<file path="src/rtl/neuron_mac_if.sv">
// neuron_mac_if: start/bias, pair stream and result handshake bundle for neuron_mac_ctrl
interface neuron_mac_if #(
    parameter int I_WIDTH   = 8,
    parameter int ACC_WIDTH = 24,
    parameter int O_WIDTH   = 8,
    parameter int N_IN      = 16
);
    localparam int IDX_W = N_IN > 1 ? $clog2(N_IN) : 1;
    logic                        start;
    logic signed [ACC_WIDTH-1:0] bias;
    logic                        relu_en;
    logic                        busy;
    logic                        in_valid;
    logic                        in_ready;
    logic signed [I_WIDTH-1:0]   x;
    logic signed [I_WIDTH-1:0]   w;
    logic                        out_valid;
    logic                        out_ready;
    logic signed [O_WIDTH-1:0]   y;
    logic [IDX_W-1:0]            idx;
    modport master (
        output start, bias, relu_en, in_valid, x, w, out_ready,
        input  busy, in_ready, out_valid, y, idx
    );
    modport slave (
        input  start, bias, relu_en, in_valid, x, w, out_ready,
        output busy, in_ready, out_valid, y, idx
    );
endinterface

</file>
<file path="src/rtl/neuron_mac_ctrl.sv">
// neuron_mac_ctrl: sequences multiply-accumulate, bias, ReLU and saturation for one neuron
module neuron_mac_ctrl #(
    parameter int I_WIDTH   = 8,
    parameter int ACC_WIDTH = 24,
    parameter int N_IN      = 16,
    parameter int O_WIDTH   = 8,
    parameter int FRAC      = 0
) (
    input logic         clk,
    input logic         rst,
    neuron_mac_if.slave m
);
    localparam int IDX_W = N_IN > 1 ? $clog2(N_IN) : 1;
    localparam logic signed [ACC_WIDTH-1:0] Y_MAX = ACC_WIDTH'((longint'(1) << (O_WIDTH - 1)) - 1);
    localparam logic signed [ACC_WIDTH-1:0] Y_MIN = -Y_MAX - 1;

    typedef enum logic [1:0] {IDLE, ACCUM, BIAS, OUT} state_t;

    state_t                      state_q, state_d;
    logic signed [ACC_WIDTH-1:0] acc_q, bias_q, sum, rect, shifted;
    logic signed [2*I_WIDTH-1:0] prod;
    logic [IDX_W-1:0]            cnt_q;
    logic                        relu_q, accept, last;
    logic [O_WIDTH-1:0]          y_q, y_sat;

    // post-bias result path: ReLU, arithmetic rescale, clamp to the output range
    always_comb begin
        prod    = m.x * m.w;
        sum     = acc_q + bias_q;
        rect    = (relu_q && sum[ACC_WIDTH-1]) ? '0 : sum;
        shifted = rect >>> FRAC;
        y_sat   = shifted > Y_MAX ? Y_MAX[O_WIDTH-1:0] :
                  shifted < Y_MIN ? Y_MIN[O_WIDTH-1:0] : shifted[O_WIDTH-1:0];
    end

    // next state and state-decoded handshake outputs
    always_comb begin
        accept      = state_q == ACCUM && m.in_valid;
        last        = cnt_q == IDX_W'(N_IN - 1);
        m.busy      = state_q != IDLE;
        m.in_ready  = state_q == ACCUM;
        m.out_valid = state_q == OUT;
        m.idx       = state_q == ACCUM ? cnt_q : '0;
        m.y         = y_q;
        state_d     = state_q == IDLE  ? (m.start ? ACCUM : IDLE) :
                      state_q == ACCUM ? (accept && last ? BIAS : ACCUM) :
                      state_q == BIAS  ? OUT :
                      (m.out_ready ? IDLE : OUT);
    end

    // state register
    always_ff @(posedge clk) begin
        state_q <= rst ? IDLE : state_d;
    end

    // accumulator, pair counter, latched per-neuron config and result register
    always_ff @(posedge clk) begin
        if (rst) begin
            acc_q  <= '0;
            cnt_q  <= '0;
            bias_q <= '0;
            relu_q <= 1'b0;
            y_q    <= '0;
        end else begin
            if (state_q == IDLE && m.start) begin
                acc_q  <= '0;
                cnt_q  <= '0;
                bias_q <= m.bias;
                relu_q <= m.relu_en;
            end
            if (accept) begin
                acc_q <= acc_q + ACC_WIDTH'(prod);
                cnt_q <= cnt_q + IDX_W'(1);
            end
            if (state_q == BIAS) begin
                acc_q <= sum;
                y_q   <= y_sat;
            end
        end
    end
endmodule

</file>
<file path="src/flat_wrapper.sv">
// flat-port wrapper written by rule: the top's interface ports become plain ports
module neuron_mac_ctrl_flat 
#(
    parameter int I_WIDTH   = 8,
    parameter int ACC_WIDTH = 24,
    parameter int N_IN      = 16,
    parameter int O_WIDTH   = 8,
    parameter int FRAC      = 0
)
  (clk, rst, m_start, m_bias, m_relu_en, m_in_valid, m_x, m_w, m_out_ready, m_busy, m_in_ready, m_out_valid, m_y, m_idx);
  neuron_mac_if #(.I_WIDTH(I_WIDTH), .ACC_WIDTH(ACC_WIDTH), .O_WIDTH(O_WIDTH), .N_IN(N_IN)) m_i ();
  input logic clk;
  input logic rst;
  input wire logic [$bits(m_i.start)-1:0] m_start;
  input wire logic [$bits(m_i.bias)-1:0] m_bias;
  input wire logic [$bits(m_i.relu_en)-1:0] m_relu_en;
  input wire logic [$bits(m_i.in_valid)-1:0] m_in_valid;
  input wire logic [$bits(m_i.x)-1:0] m_x;
  input wire logic [$bits(m_i.w)-1:0] m_w;
  input wire logic [$bits(m_i.out_ready)-1:0] m_out_ready;
  output wire logic [$bits(m_i.busy)-1:0] m_busy;
  output wire logic [$bits(m_i.in_ready)-1:0] m_in_ready;
  output wire logic [$bits(m_i.out_valid)-1:0] m_out_valid;
  output wire logic [$bits(m_i.y)-1:0] m_y;
  output wire logic [$bits(m_i.idx)-1:0] m_idx;
  assign m_i.start = m_start;
  assign m_i.bias = m_bias;
  assign m_i.relu_en = m_relu_en;
  assign m_i.in_valid = m_in_valid;
  assign m_i.x = m_x;
  assign m_i.w = m_w;
  assign m_i.out_ready = m_out_ready;
  assign m_busy = m_i.busy;
  assign m_in_ready = m_i.in_ready;
  assign m_out_valid = m_i.out_valid;
  assign m_y = m_i.y;
  assign m_idx = m_i.idx;
  neuron_mac_ctrl #(.I_WIDTH(I_WIDTH), .ACC_WIDTH(ACC_WIDTH), .N_IN(N_IN), .O_WIDTH(O_WIDTH), .FRAC(FRAC)) u_core (.clk(clk), .rst(rst), .m(m_i));
endmodule
</file>
<file path="config.mk">
export PLATFORM = sky130hd
export DESIGN_NAME = neuron_mac_ctrl_flat
export DESIGN_NICKNAME = d
export VERILOG_FILES = /design/src/rtl/neuron_mac_if.sv /design/src/rtl/neuron_mac_ctrl.sv /design/src/flat_wrapper.sv
export SDC_FILE = /design/constraint.sdc
export NUM_CORES = 1
export LEC_CHECK = 0
export ABC_AREA = 1
export CAP_MARGIN = 20
export CORE_MARGIN = 5
export CORE_UTILIZATION = 35
export CTS_CLUSTER_SIZE = 40
export DETAILED_ROUTE_END_ITERATION = 6
export PLACE_DENSITY = 0.56
export SYNTH_ARGS = -nofsm -noshare
export SYNTH_HDL_FRONTEND = slang
export SYNTH_SLANG_ARGS = --single-unit
export TNS_END_PERCENT = 1
</file>
<file path="constraint.sdc">
create_clock -name clk -period 13.9 [get_ports clk]
set_input_delay 2.085 -clock clk [delete_from_list [all_inputs] [get_ports clk]]
set_output_delay 2.085 -clock clk [all_outputs]
set_load 0.03 [all_outputs]
</file>
==> results.md <==
* First-pass GRT wire length at 37600 um
* Die W at 167 um
* Logic pwr share at 77.2%
* EDFF count, synth at 0
* Vias in the first global route at 7602
* Synthesized area per cell at 7.08 sq um
* CP top delay family: adder cells
* Final setup fails at 0
* Critical path's largest stage delay at 590 ps
* Total number of vias at 7392
* Sw frac at 53.1%
* Yosys warnings at 0
* GRT Residual Overflow at 0
* Hold WC Path Type: flip-flop to flip-flop
* Syn-to-layout area delta at 14.0%
* Clk sinks at 63
* Num rows at 57
* Quantity of hold-fixing buffers added after cts at 0
* VDD IR max at 0.108 mV
* Placed cell count at 1571
* Setup TNS at 0 ps
* GRT Util Overall at 16.2%
* Initial antenna violation count at 0
* Post-synthesis sequential element count at 63
* CTS tree: done
* Final wirelength at 21800 um
* CP cell instances: clkdlybuf4s50_1, clkinv_1, or2_2, fa_1, fa_1, inv_1, fa_1, fa_1, fa_1, ha_1, a21oi_1, nand2_1, nand2_1, nand2_1, a21oi_1, o21ai_0, a21oi_1, xor2_1, o221ai_1, nand2_1, inv_1
* H-tree depth at 3
* Antenna diodes at 0
* Crit path top cell by count: fa_1
* Placeable Area at 24300 sq um
* Routed wire per std cell at 13.7 um
* Crit path buf inv count at 4
* Hold Violations, Final at 0
* Worst-path clk slew at 50 ps
* # nets final at 1487
* CP Launch Type: input pin
* Pwr Density at 224 nW/um^2
* # resized after CTS at 0
* DRC Markers at 0
* DRT iter0 DRCs at 377
* TritonRoute pass-1 iters at 5
* DR vias/cell at 4.66
* Die area at 27900 sq um
* Port bufs at 60
* Endpoint type of the worst setup path: flip-flop
* Netlist cell types at 42
* Clock buffer depth at 2
* Max Fclk at 129 MHz
* RSZ-0062 raised after global routing: no
* Clock root cell: clkbuf_16
* Gate Count Post-Synth at 1218
* Psw at 0.00117 W
* CP Max Fanout at 9
* Clk_skew at 5.26 ps
* Pleak at 5.19 nW
* Antenna Nets Post-Route at 0
* Routability cong. at 0.894
* Clock Latency Late Sink at 330 ps
* Status: finished, final reports clean
* Num CTS Buffers at 9
* Period utilization at 55.7%
* DIE HEIGHT at 167 um
* Design Power at 0.00220 W
* # Max-Cap Violations at 0
* Hold Slack at 491 ps
* Largest net degree at the start of global routing at 40
* Fraction of the yosys area taken by sequential cells at 14.6%
* Minimum clock period at 7740 ps
* Non-filler cells in the finished layout at 1586
* Mapped Area at 8620 sq um
* Share of cells above drive strength 1 at 5.15%
* Arrival time worst endpoint at 7970 ps
* Setup Fix Bufs, Post-CTS at 0
* Ys flop type: dfxtp_1
* Seq pwr share at 11.8%
* Clock power share at 10.9%
* Final HPWL DP at 18800 um
* P_int at 0.00103 W
* Worst Setup Path Type: input pin to flip-flop
* Worst path slowest cell: fa_1
* Post-synth net total at 1447
* Most frequent cells in the layout: nand2_1 (286), inv_1 (246), nor2_1 (119), fa_1 (105), ha_1 (78)
* Req. time, crit path at 14130 ps
* Async SR Flop Fraction at 0%
* Least-Margin Pin Slew at 951 ps
* Initial Util at 35.5%
* Ports at 61
* Max-slew violations at 0
* Slew headroom at 36.5%
* Leading cell type in the layout, fill and taps excluded: nand2_1
==> flip-flops by register name (all words and copies together), names as in the netlist <==
name,flops
u_core.acc_q,24
u_core.bias_q,24
u_core.cnt_q,4
u_core.m.y,8
u_core.relu_q,1
u_core.state_q,2
==> cells in the mapped netlist, types with 3 or more instances <==
library cell,count,area share (%)
nand2_1,286,12
inv_1,246,11
nor2_1,119,5.2
fa_1,105,24
ha_1,78,11
dfxtp_1,63,15
o21ai_0,53,3.1
nand3_1,51,3.0
a21oi_1,50,2.9
clkbuf_1,31,1.3
nand2_2,19,1.4
xnor2_1,12,1.2
a31oi_1,11,0.80
nand4_1,11,0.80
o211ai_1,9,0.78
or2_2,9,0.65
xor2_1,8,0.81
o21ai_1,7,0.41
nor2_2,5,0.36
nand3b_1,4,0.35
nor3_2,4,0.46
a21oi_2,3,0.30
inv_2,3,0.13
o31ai_1,3,0.26
==> cell type report <==
class | instances | area (sq um)
fill | 2547 | 14500
multi-input combinational | 869 | 6280
sequential | 63 | 1260
inverter | 252 | 947
timing repair buffer | 63 | 623
tap | 324 | 405
clock buffer | 11 | 243
clock inverter | 4 | 70.1
==> routing by layer <==
metal  vias to the layer above  GRT usage (%)  routed length [um]
met5                         -              0                   0
met4                         0           3.98                 352
met3                        24           1.94                 632
met2                       126           26.2                9660
met1                      3412           23.1               11100
li1                       3830              -                   -
==> per-stage QoR <==
stage	setup WS (ps)	util (%)	cell area [sq um]
detailed placement	5860	39.1	9520
floorplan	7020	-	8620
CTS	6180	40.4	9830
finish	6160	40.4	9830
global route	5720	40.4	9830
global placement	5780	39.1	9520
==> power by group through the flow <==
stage	sequential [W]	combinational (W)	clock [W]
finish	0.000261	0.00170	0.000240
detailed placement	0.000265	0.00170	0
global route	0.000264	0.00198	0.000252
CTS	0.000260	0.00171	0.000245
floorplan	0.000240	0.00132	0
global placement	0.000264	0.00170	0
==> tightest hold or removal path, stage by stage, from the launching register on <==
cell	delay (ps)
dfxtp_1	320
nand2_1	70
a21oi_1	50
==> logic make-up (layout without fill, tap and decap cells) <==
kind of cell / Yosys count / in the layout / synth area share (%)
compound gates: 149 / 149 / 9.74
xor+xnor: 20 / 20 / 2.03
fa+ha+maj: 183 / 183 / 35.7
buf+inv: 286 / 330 / 12.5
flops: 63 / 63 / 14.6
simple gates: 517 / 517 / 25.4
==> worst paths after layout <==
path	start	to	slack (ps)	cells past startpoint
hold / removal	u_core.cnt_q[3]$_SDFFE_PP0P_	u_core.cnt_q[3]$_SDFFE_PP0P_	490	2
hold reg to reg	u_core.cnt_q[3]$_SDFFE_PP0P_	u_core.cnt_q[3]$_SDFFE_PP0P_	490	2
setup / recovery	m_w[7]	u_core.acc_q[18]$_SDFFE_PP0P_	6160	21
setup reg to reg	u_core.acc_q[6]$_SDFFE_PP0P_	u_core.acc_q[18]$_SDFFE_PP0P_	8600	21
No activity file was read; power rests on OpenSTA's default activity.
